File: src/rtl/mux_pkg.sv
`default_nettype none
// ============================================================================
// Module   : mux_pkg
// Purpose  : Shared constants and types for the lane mux/demux pair.
//            LANES     - number of lanes per frame
//            PH_W      - width of the frame phase counter
//            IDLE_BYTE - byte driven in slots that carry no valid data
//            ph_t      - frame phase type (one value per lane slot)
// Revision : 1.0 - initial release
// ============================================================================
package mux_pkg;
  localparam int         LANES     = 4;
  localparam int         PH_W      = 2;
  localparam logic [7:0] IDLE_BYTE = 8'h00;

  typedef logic [PH_W-1:0] ph_t;
endpackage
`default_nettype wire

File: src/rtl/mux_phase_ctr.sv
`default_nettype none
// ============================================================================
// Module   : mux_phase_ctr
// Purpose  : Free-running frame phase counter. Starts at 0 after reset,
//            advances every cycle and wraps after the last lane slot.
// Ports    : cclk       - stream clock
//            reset_L    - asynchronous active-low reset
//            ph         - current lane slot (registered)
//            lane_ready - high in the last slot of the frame; the edge that
//                         closes this cycle is the lane load edge
// Revision : 1.0 - initial release
// ============================================================================
module mux_phase_ctr
  import mux_pkg::*;
(
  input  logic cclk,
  input  logic reset_L,
  output ph_t  ph,
  output logic lane_ready
);

  localparam ph_t c_last_ph = ph_t'(LANES - 1);

  ph_t r_ph;

  always_ff @(posedge cclk or negedge reset_L) begin
    if (!reset_L) begin
      r_ph <= '0;
    end else begin
      r_ph <= ph_t'(r_ph + 1'b1);
    end
  end

  assign ph = r_ph;

  // Pure decode of the counter register: no input ever reaches lane_ready.
  assign lane_ready = (r_ph == c_last_ph);

endmodule
`default_nettype wire

File: src/rtl/mux_l4a1.sv
`default_nettype none
// ============================================================================
// Module   : mux_l4a1
// Purpose  : Four-lane to single-stream byte multiplexer. All four lanes are
//            captured together once per 4-cycle frame and then emitted one
//            lane per cycle in fixed order 0,1,2,3.
// Ports    : cclk          - stream clock
//            reset_L       - asynchronous active-low reset
//            data_in0..3   - lane bytes, sampled at the end of lane_ready
//            valid0..3     - lane byte qualifiers, sampled with the data
//            lane_ready    - high in the cycle whose closing edge samples lanes
//            data_out      - serialized byte (idle byte in invalid slots)
//            valid_out     - qualifier for data_out
//            frame_sync    - high in the cycle data_out carries lane 0
// Build    : MUX_HOLD_LAST_EN - when defined, an invalid slot repeats the
//            last byte that was driven with valid_out high instead of the
//            idle byte. valid_out, frame_sync and timing are unchanged.
// Revision : 1.0 - initial release
// ============================================================================
module mux_l4a1
  import mux_pkg::*;
#(
  parameter int WIDTH = 8
) (
  input  logic             cclk,
  input  logic             reset_L,
  input  logic [WIDTH-1:0] data_in0,
  input  logic [WIDTH-1:0] data_in1,
  input  logic [WIDTH-1:0] data_in2,
  input  logic [WIDTH-1:0] data_in3,
  input  logic             valid0,
  input  logic             valid1,
  input  logic             valid2,
  input  logic             valid3,
  output logic             lane_ready,
  output logic [WIDTH-1:0] data_out,
  output logic             valid_out,
  output logic             frame_sync
);

  ph_t                         w_ph;
  logic [LANES-1:0][WIDTH-1:0] w_lane_data;
  logic [LANES-1:0]            w_lane_valid;
  logic [WIDTH-1:0]            w_slot_data;
  logic                        w_slot_valid;
  logic [WIDTH-1:0]            w_idle_data;

  logic [LANES-1:0][WIDTH-1:0] r_hold;
  logic [LANES-1:0]            r_hvalid;

  mux_phase_ctr u_phase_ctr (
    .cclk       (cclk),
    .reset_L    (reset_L),
    .ph         (w_ph),
    .lane_ready (lane_ready)
  );

  assign w_lane_data  = {data_in3, data_in2, data_in1, data_in0};
  assign w_lane_valid = {valid3, valid2, valid1, valid0};

  // Read side of the hold registers. At the load edge the slot being read is
  // lane 3 of the previous frame; the non-blocking update guarantees that read
  // still sees the old contents.
  assign w_slot_data  = r_hold[w_ph];
  assign w_slot_valid = r_hvalid[w_ph];

`ifdef MUX_HOLD_LAST_EN
  logic [WIDTH-1:0] r_last;

  // Tracks the most recent byte driven with valid_out high.
  always_ff @(posedge cclk or negedge reset_L) begin
    if (!reset_L) begin
      r_last <= '0;
    end else if (w_slot_valid) begin
      r_last <= w_slot_data;
    end
  end

  assign w_idle_data = r_last;
`else
  assign w_idle_data = WIDTH'(IDLE_BYTE);
`endif

  // Capture: all lanes at once, only on the load edge.
  always_ff @(posedge cclk or negedge reset_L) begin
    if (!reset_L) begin
      r_hold   <= '0;
      r_hvalid <= '0;
    end else if (lane_ready) begin
      r_hold   <= w_lane_data;
      r_hvalid <= w_lane_valid;
    end
  end

  // Output slot mux, registered. Invalid lanes still consume their slot.
  always_ff @(posedge cclk or negedge reset_L) begin
    if (!reset_L) begin
      data_out   <= '0;
      valid_out  <= 1'b0;
      frame_sync <= 1'b0;
    end else begin
      valid_out  <= w_slot_valid;
      data_out   <= w_slot_valid ? w_slot_data : w_idle_data;
      frame_sync <= (w_ph == '0);
    end
  end

endmodule
`default_nettype wire

File: config.mk
export PLATFORM = sky130hd
export DESIGN_NAME = mux_l4a1
export DESIGN_NICKNAME = d
export VERILOG_FILES = /design/src/rtl/mux_pkg.sv /design/src/rtl/mux_phase_ctr.sv /design/src/rtl/mux_l4a1.sv
export SDC_FILE = /design/constraint.sdc
export NUM_CORES = 1
export LEC_CHECK = 0
export ABC_AREA = 1
export CORE_AREA = 4 4 74 76
export DETAILED_ROUTE_END_ITERATION = 10
export DIE_AREA = 0 0 78 80
export GPL_TIMING_DRIVEN = 0
export PLACE_DENSITY_LB_ADDON = 0.15
export SYNTH_ARGS = -nofsm -noshare
export SYNTH_HDL_FRONTEND = slang
export SYNTH_SLANG_ARGS = --single-unit
File: constraint.sdc
create_clock -name cclk -period 1.2 [get_ports cclk]
set_input_delay 0.12 -clock cclk [delete_from_list [all_inputs] [get_ports cclk]]
set_output_delay 0.12 -clock cclk [all_outputs]
set_load 0.01 [all_outputs]
[Word-level counts from Yosys, hierarchy flattened]
Cells that the tools add are included.
Cells by class
  reductions and logical operators: 1
  order comparisons: 1
  eq/ne operators: 1
  $add $sub $neg: 1
  multiplexer cells: 5
Operators with widths (number)
  binary-select mux 8 bit (select 2 bit): 1
  2-to-1 mux 8 bit: 2
  less-than comparator 2 x 3 -> 1 bit (second input constant): 1
  adder 2 x 1 -> 2 bit (second input constant): 1
  binary-select mux 1 bit (select 2 bit): 1
  equality test 2 bit (second input constant): 1
  logical NOT 2 bit: 1
  2-to-1 mux 1 bit: 1
Storage, ports and cells
  register bits: 48
  output and inout port bits: 11
  word-level logic and storage cells: 18
  input bits: 38

[Logic depth before layout (Yosys ltp)]
  depth after elaboration: 3
  mapped depth: 8
  gate-level depth less buffers: 6

[By module]
A second synthesis with hierarchy kept.
Second synthesis, totals
  cells, all modules: 252
  area total of the unflattened synthesis: 2097.0 µm²
By module, submodules not included
  mux_l4a1: sequential area each 1151.1 µm², area each 2030.7 µm², cells an instance 248, instances 1
  mux_phase_ctr: sequential area each 50.0 µm², area each 66.3 µm², cells an instance 4, instances 1

[Worst setup path before layout]
Ideal clock, no wire load.
  path kind: register -> register
  from: register u_phase_ctr.r_ph[0] (netlist: u_phase_ctr.ph[0])
  to: register r_hold[10] (netlist bit)
  path slack: 0.018 ns
  clock period less this slack: 1.182 ns
  cell stages (with the launch flop): 5
  arrival: 1.049 ns
  setup time: 0.133 ns
  cell sequence: dfrtp_1 -> ha_1 -> buf_2 -> clkbuf_1 -> o21ai_0
On the way
  word-level cells in the longest chain between the ends: 1
RTL lines
  start: declaration: RTL line mux_phase_ctr.sv:24  | ph_t r_ph;
  start signal: assignment: RTL line mux_phase_ctr.sv:30  | r_ph <= ph_t'(r_ph + 1'b1);
  equality test 2 bit: RTL line mux_phase_ctr.sv:37  | assign lane_ready = (r_ph == c_last_ph);
  net lane_ready: RTL line mux_l4a1.sv:35  | output logic lane_ready,
  end signal: assignment: RTL line mux_l4a1.sv:90  | r_hold <= w_lane_data;
  end: declaration: RTL line mux_l4a1.sv:48  | logic [LANES-1:0][WIDTH-1:0] r_hold;
The timed path passes the listed nets, and every way through them passes these cells.
A chain may end at the register's enable or synchronous reset.

[Worst setup path after layout]
  from: register u_phase_ctr.r_ph[0] (netlist: u_phase_ctr.ph[0])
  to: register r_hold[28] (netlist bit)
On the way
  word-level cells in the longest chain between the ends: 1
RTL lines (RTL line)
  equality test 2 bit: mux_phase_ctr.sv:37
No other way between the ends.

==> flow_summary_export.csv <==
group,metric,value,unit
routing,dr.pass1.iters,4,
sta,fin_skew,0.00364,ns
logic_synthesis,ys_warn_count,0,
sta,fmax,837,MHz
global_route,grt_max_degree,27,
die,die_area,6240,um2
clock_network,numCtsBuffers,5,
sta,slew_violations,0,
routing,postRouteAntennaNets,0,
routing,drt_iter0_drc,52,
placement,dp_hpwl,3410,um
sta,slew_headroom,0.642,
routing,totalWireLength,4980,um
worst_setup_path,slowest_stage,"dfrtp_1",
die,num_rows,25,
final_layout,multi_input_area,742,um2
placement,gp_congestion,0.769,
routing,vias_per_cell,4.59,
run,drv_cap,0,
clock_network,h-tree-depth,2,
logic_synthesis,ys_top_cells_by_count,"79 x nand2_1, 48 x dfrtp_1, 44 x inv_1",
clock_network,cts_tree,"yes",
logic_synthesis,synth.avg_cell_area,8.48,um2
final_layout,design_area,3040,um2
routing,routed-via-count,1748,
die,ios,49,
worst_setup_path,worstPathRequired,1.42,ns
die,die_x,78,um
min_path,min_path_type,"primary input to asynchronous set/reset pin",
logic_synthesis,yosysMostFrequentCell,"nand2_1",
placement,dpl_cell_area,2710,um2
die,core-area,4720,um2
final_layout,antennaDiodeCount,0,
die,die-height,80,um
sta,fin_crit,1.19,ns
worst_setup_path,startpoint_type,"flip-flop",
final_layout,nFillCells,400,
worst_setup_path,worstSetupEndpointType,"flip-flop",
logic_synthesis,ys_seq_area_frac,0.564,
clock_network,clk_pin_slew,0.08,ns
logic_synthesis,netlist_area,2130,um2
global_route,grt_pass1_vias,1774,
routing,drc,0,
sta,fin_crit_sh,0.996,
worst_setup_path,path_delay_family,"flip-flops",
worst_setup_path,rrSetupSlack,0.005,ns
global_route,use_met2,0.276,
worst_setup_path,crit_chain,"ha_2, buf_6, clkbuf_8, o21ai_0",
global_route,antenna_found_initial,0,
placement,post-place-cells,367,
sta,rsz0062_at_grt,"yes",
placement,port_buffers,48,
clock_network,clock_sinks,48,
clock_network,insertion_delay,0.30,ns
clock_network,clock-root-buffer,"clkbuf_8",
logic_synthesis,synth.area.top_cells,"dfrtp_1 56%, nand2_1 14%, o21ai_0 8.5%",
logic_synthesis,synth-seq-cells,48,
logic_synthesis,ys.flop_type,"dfrtp_1",
power_and_ir_drop,vdd_drop_max,0.645,mV
global_route,use_met1,0.215,
final_layout,stdcell_count,381,
logic_synthesis,async_reset_ff_frac,1.00,
final_layout,drive_gt1_frac,0.172,
logic_synthesis,synthDistinctLibCells,16,
logic_synthesis,yosysTopAreaCell,"dfrtp_1",
global_route,grt_pass1_wl,8070,um
worst_setup_path,crit_type,"flip-flop to flip-flop",
global_route,grt_overflow,0,
clock_network,clock_path_buffers,2,
die,initial_core_util,0.451,
worst_setup_path,worstPathArrival,1.41,ns
global_route,gr-usage-met3,0.0440,
routing,wl_per_cell,13.1,um
power_and_ir_drop,cellPowerDensity,1040,nW/um2
sta,final-hold-violation-count,0,
worst_setup_path,path_max_fanout,10,
final_layout,regArea,1200,um2
power_and_ir_drop,leakagePower,0.00151,uW
final_layout,area_delta_synth_final,42.9,%
worst_setup_path,slowest_delay,0.42,ns
global_route,track_usage,0.168,
outcome,status,"complete, no violations",
logic_synthesis,yosysTopAreaCellShare,0.564,
sta,tightest_slew,0.537,ns
logic_synthesis,syn-num-nets,291,
final_layout,layout.nets,353,
logic_synthesis,netlist_instances,251,
sta,setup_viol,0,
worst_setup_path,crit_buf_inv,2,
global_route,top_usage_layer,"met2",
logic_synthesis,synth_edf_count,0,
[cells in the final DEF, fill, tap and decap left out, types with 2 or more instances in the layout]
cell and n:
nand2_1 78, dfrtp_1 48, inv_1 44, clkdlybuf4s50_1 36, o21ai_1 24, nand3_2 11, nand2_2 11, o21ai_0 11
dlygate4sd2_1 10, buf_6 7, nand3_1 7, clkbuf_8 7, buf_12 4, inv_8 2, buf_2 2
[sequential cells by signal, indices dropped and copies added (netlist names)]
register	count
u_phase_ctr.ph	2
r_hold	32
valid_out	1
data_out	8
frame_sync	1
r_hvalid	4
[power breakdown]
group | leakage (uW) | total [uW] | internal (uW) | switching, uW
clock | 0.0000552 | 1140 | 618 | 521
combinational | 0.000885 | 319 | 170 | 149
sequential | 0.000567 | 1710 | 1690 | 18.2
total | 0.00151 | 3170 | 2480 | 688
[path summary, 6_finish.rpt]
kind | start | to | cells past startpoint
worst max-delay path | u_phase_ctr.ph[0] | r_hold[28] | 4
worst max register to register | u_phase_ctr.ph[0] | r_hold[28] | 4
min in group cclk | data_in1[1] | r_hold[9] | 3
worst min-delay path | reset_L | r_hold[26] | 2
max in group asynchronous | reset_L | r_hold[8] | 3
worst min register to register | r_hold[14] | r_hold[14] | 2
[through the flow]
stage / worst slack (ns) / utilization / TNS (ns) / total power (uW) / hold WS, ns
after CTS: -0.0757 / 0.608 / -0.502 / 3180 / 0.341
after global routing: -0.0424 / 0.644 / -0.738 / 3290 / 0.356
after global placement: -1.31 / 0.570 / -68.01 / 2040 / 0.501
after detailed placement: -0.205 / 0.573 / -5.41 / 2060 / 0.130
after floorplan: 0.0181 / - / 0 / 1840 / -0.176
final: 0.00507 / 0.644 / 0 / 3170 / 0.325
[logic make-up after synthesis]
group                      count (synthesis)  share of synthesized area
buffers and inverters                     58                      0.123
and+or+nand+nor                          107                      0.216
DFF                                       48                      0.564
adders and majority gates                  2                     0.0118
AOI/OAI and AO/OA                         36                     0.0847
[cell type report]
cell class                 count  area share
inverter                      46      0.0634
clock buffer                   6      0.0239
sequential                    48       0.395
buffer                        11      0.0465
clock inverter                 2      0.0115
timing repair inverter         1     0.00370
multi-input combinational    146       0.244
tap                           67      0.0276
timing repair buffer          54       0.184
[per-layer routing]
layer,vias up,share of wire
li1,882,-
met4,0,0.014
met3,6,0.048
met1,818,0.46
met5,-,0
met2,42,0.47
[repair_timing]
item	4_1_cts	5_1_grt
endpoints found under the hold margin	22	0
cloned	0	3
endpoints found under the setup margin	47	41
buffers inserted	1	2
hold buffers	1	0
pin swaps	0	9
gates resized for setup	36	51
Note: power is estimated with default switching activity, not from simulation.
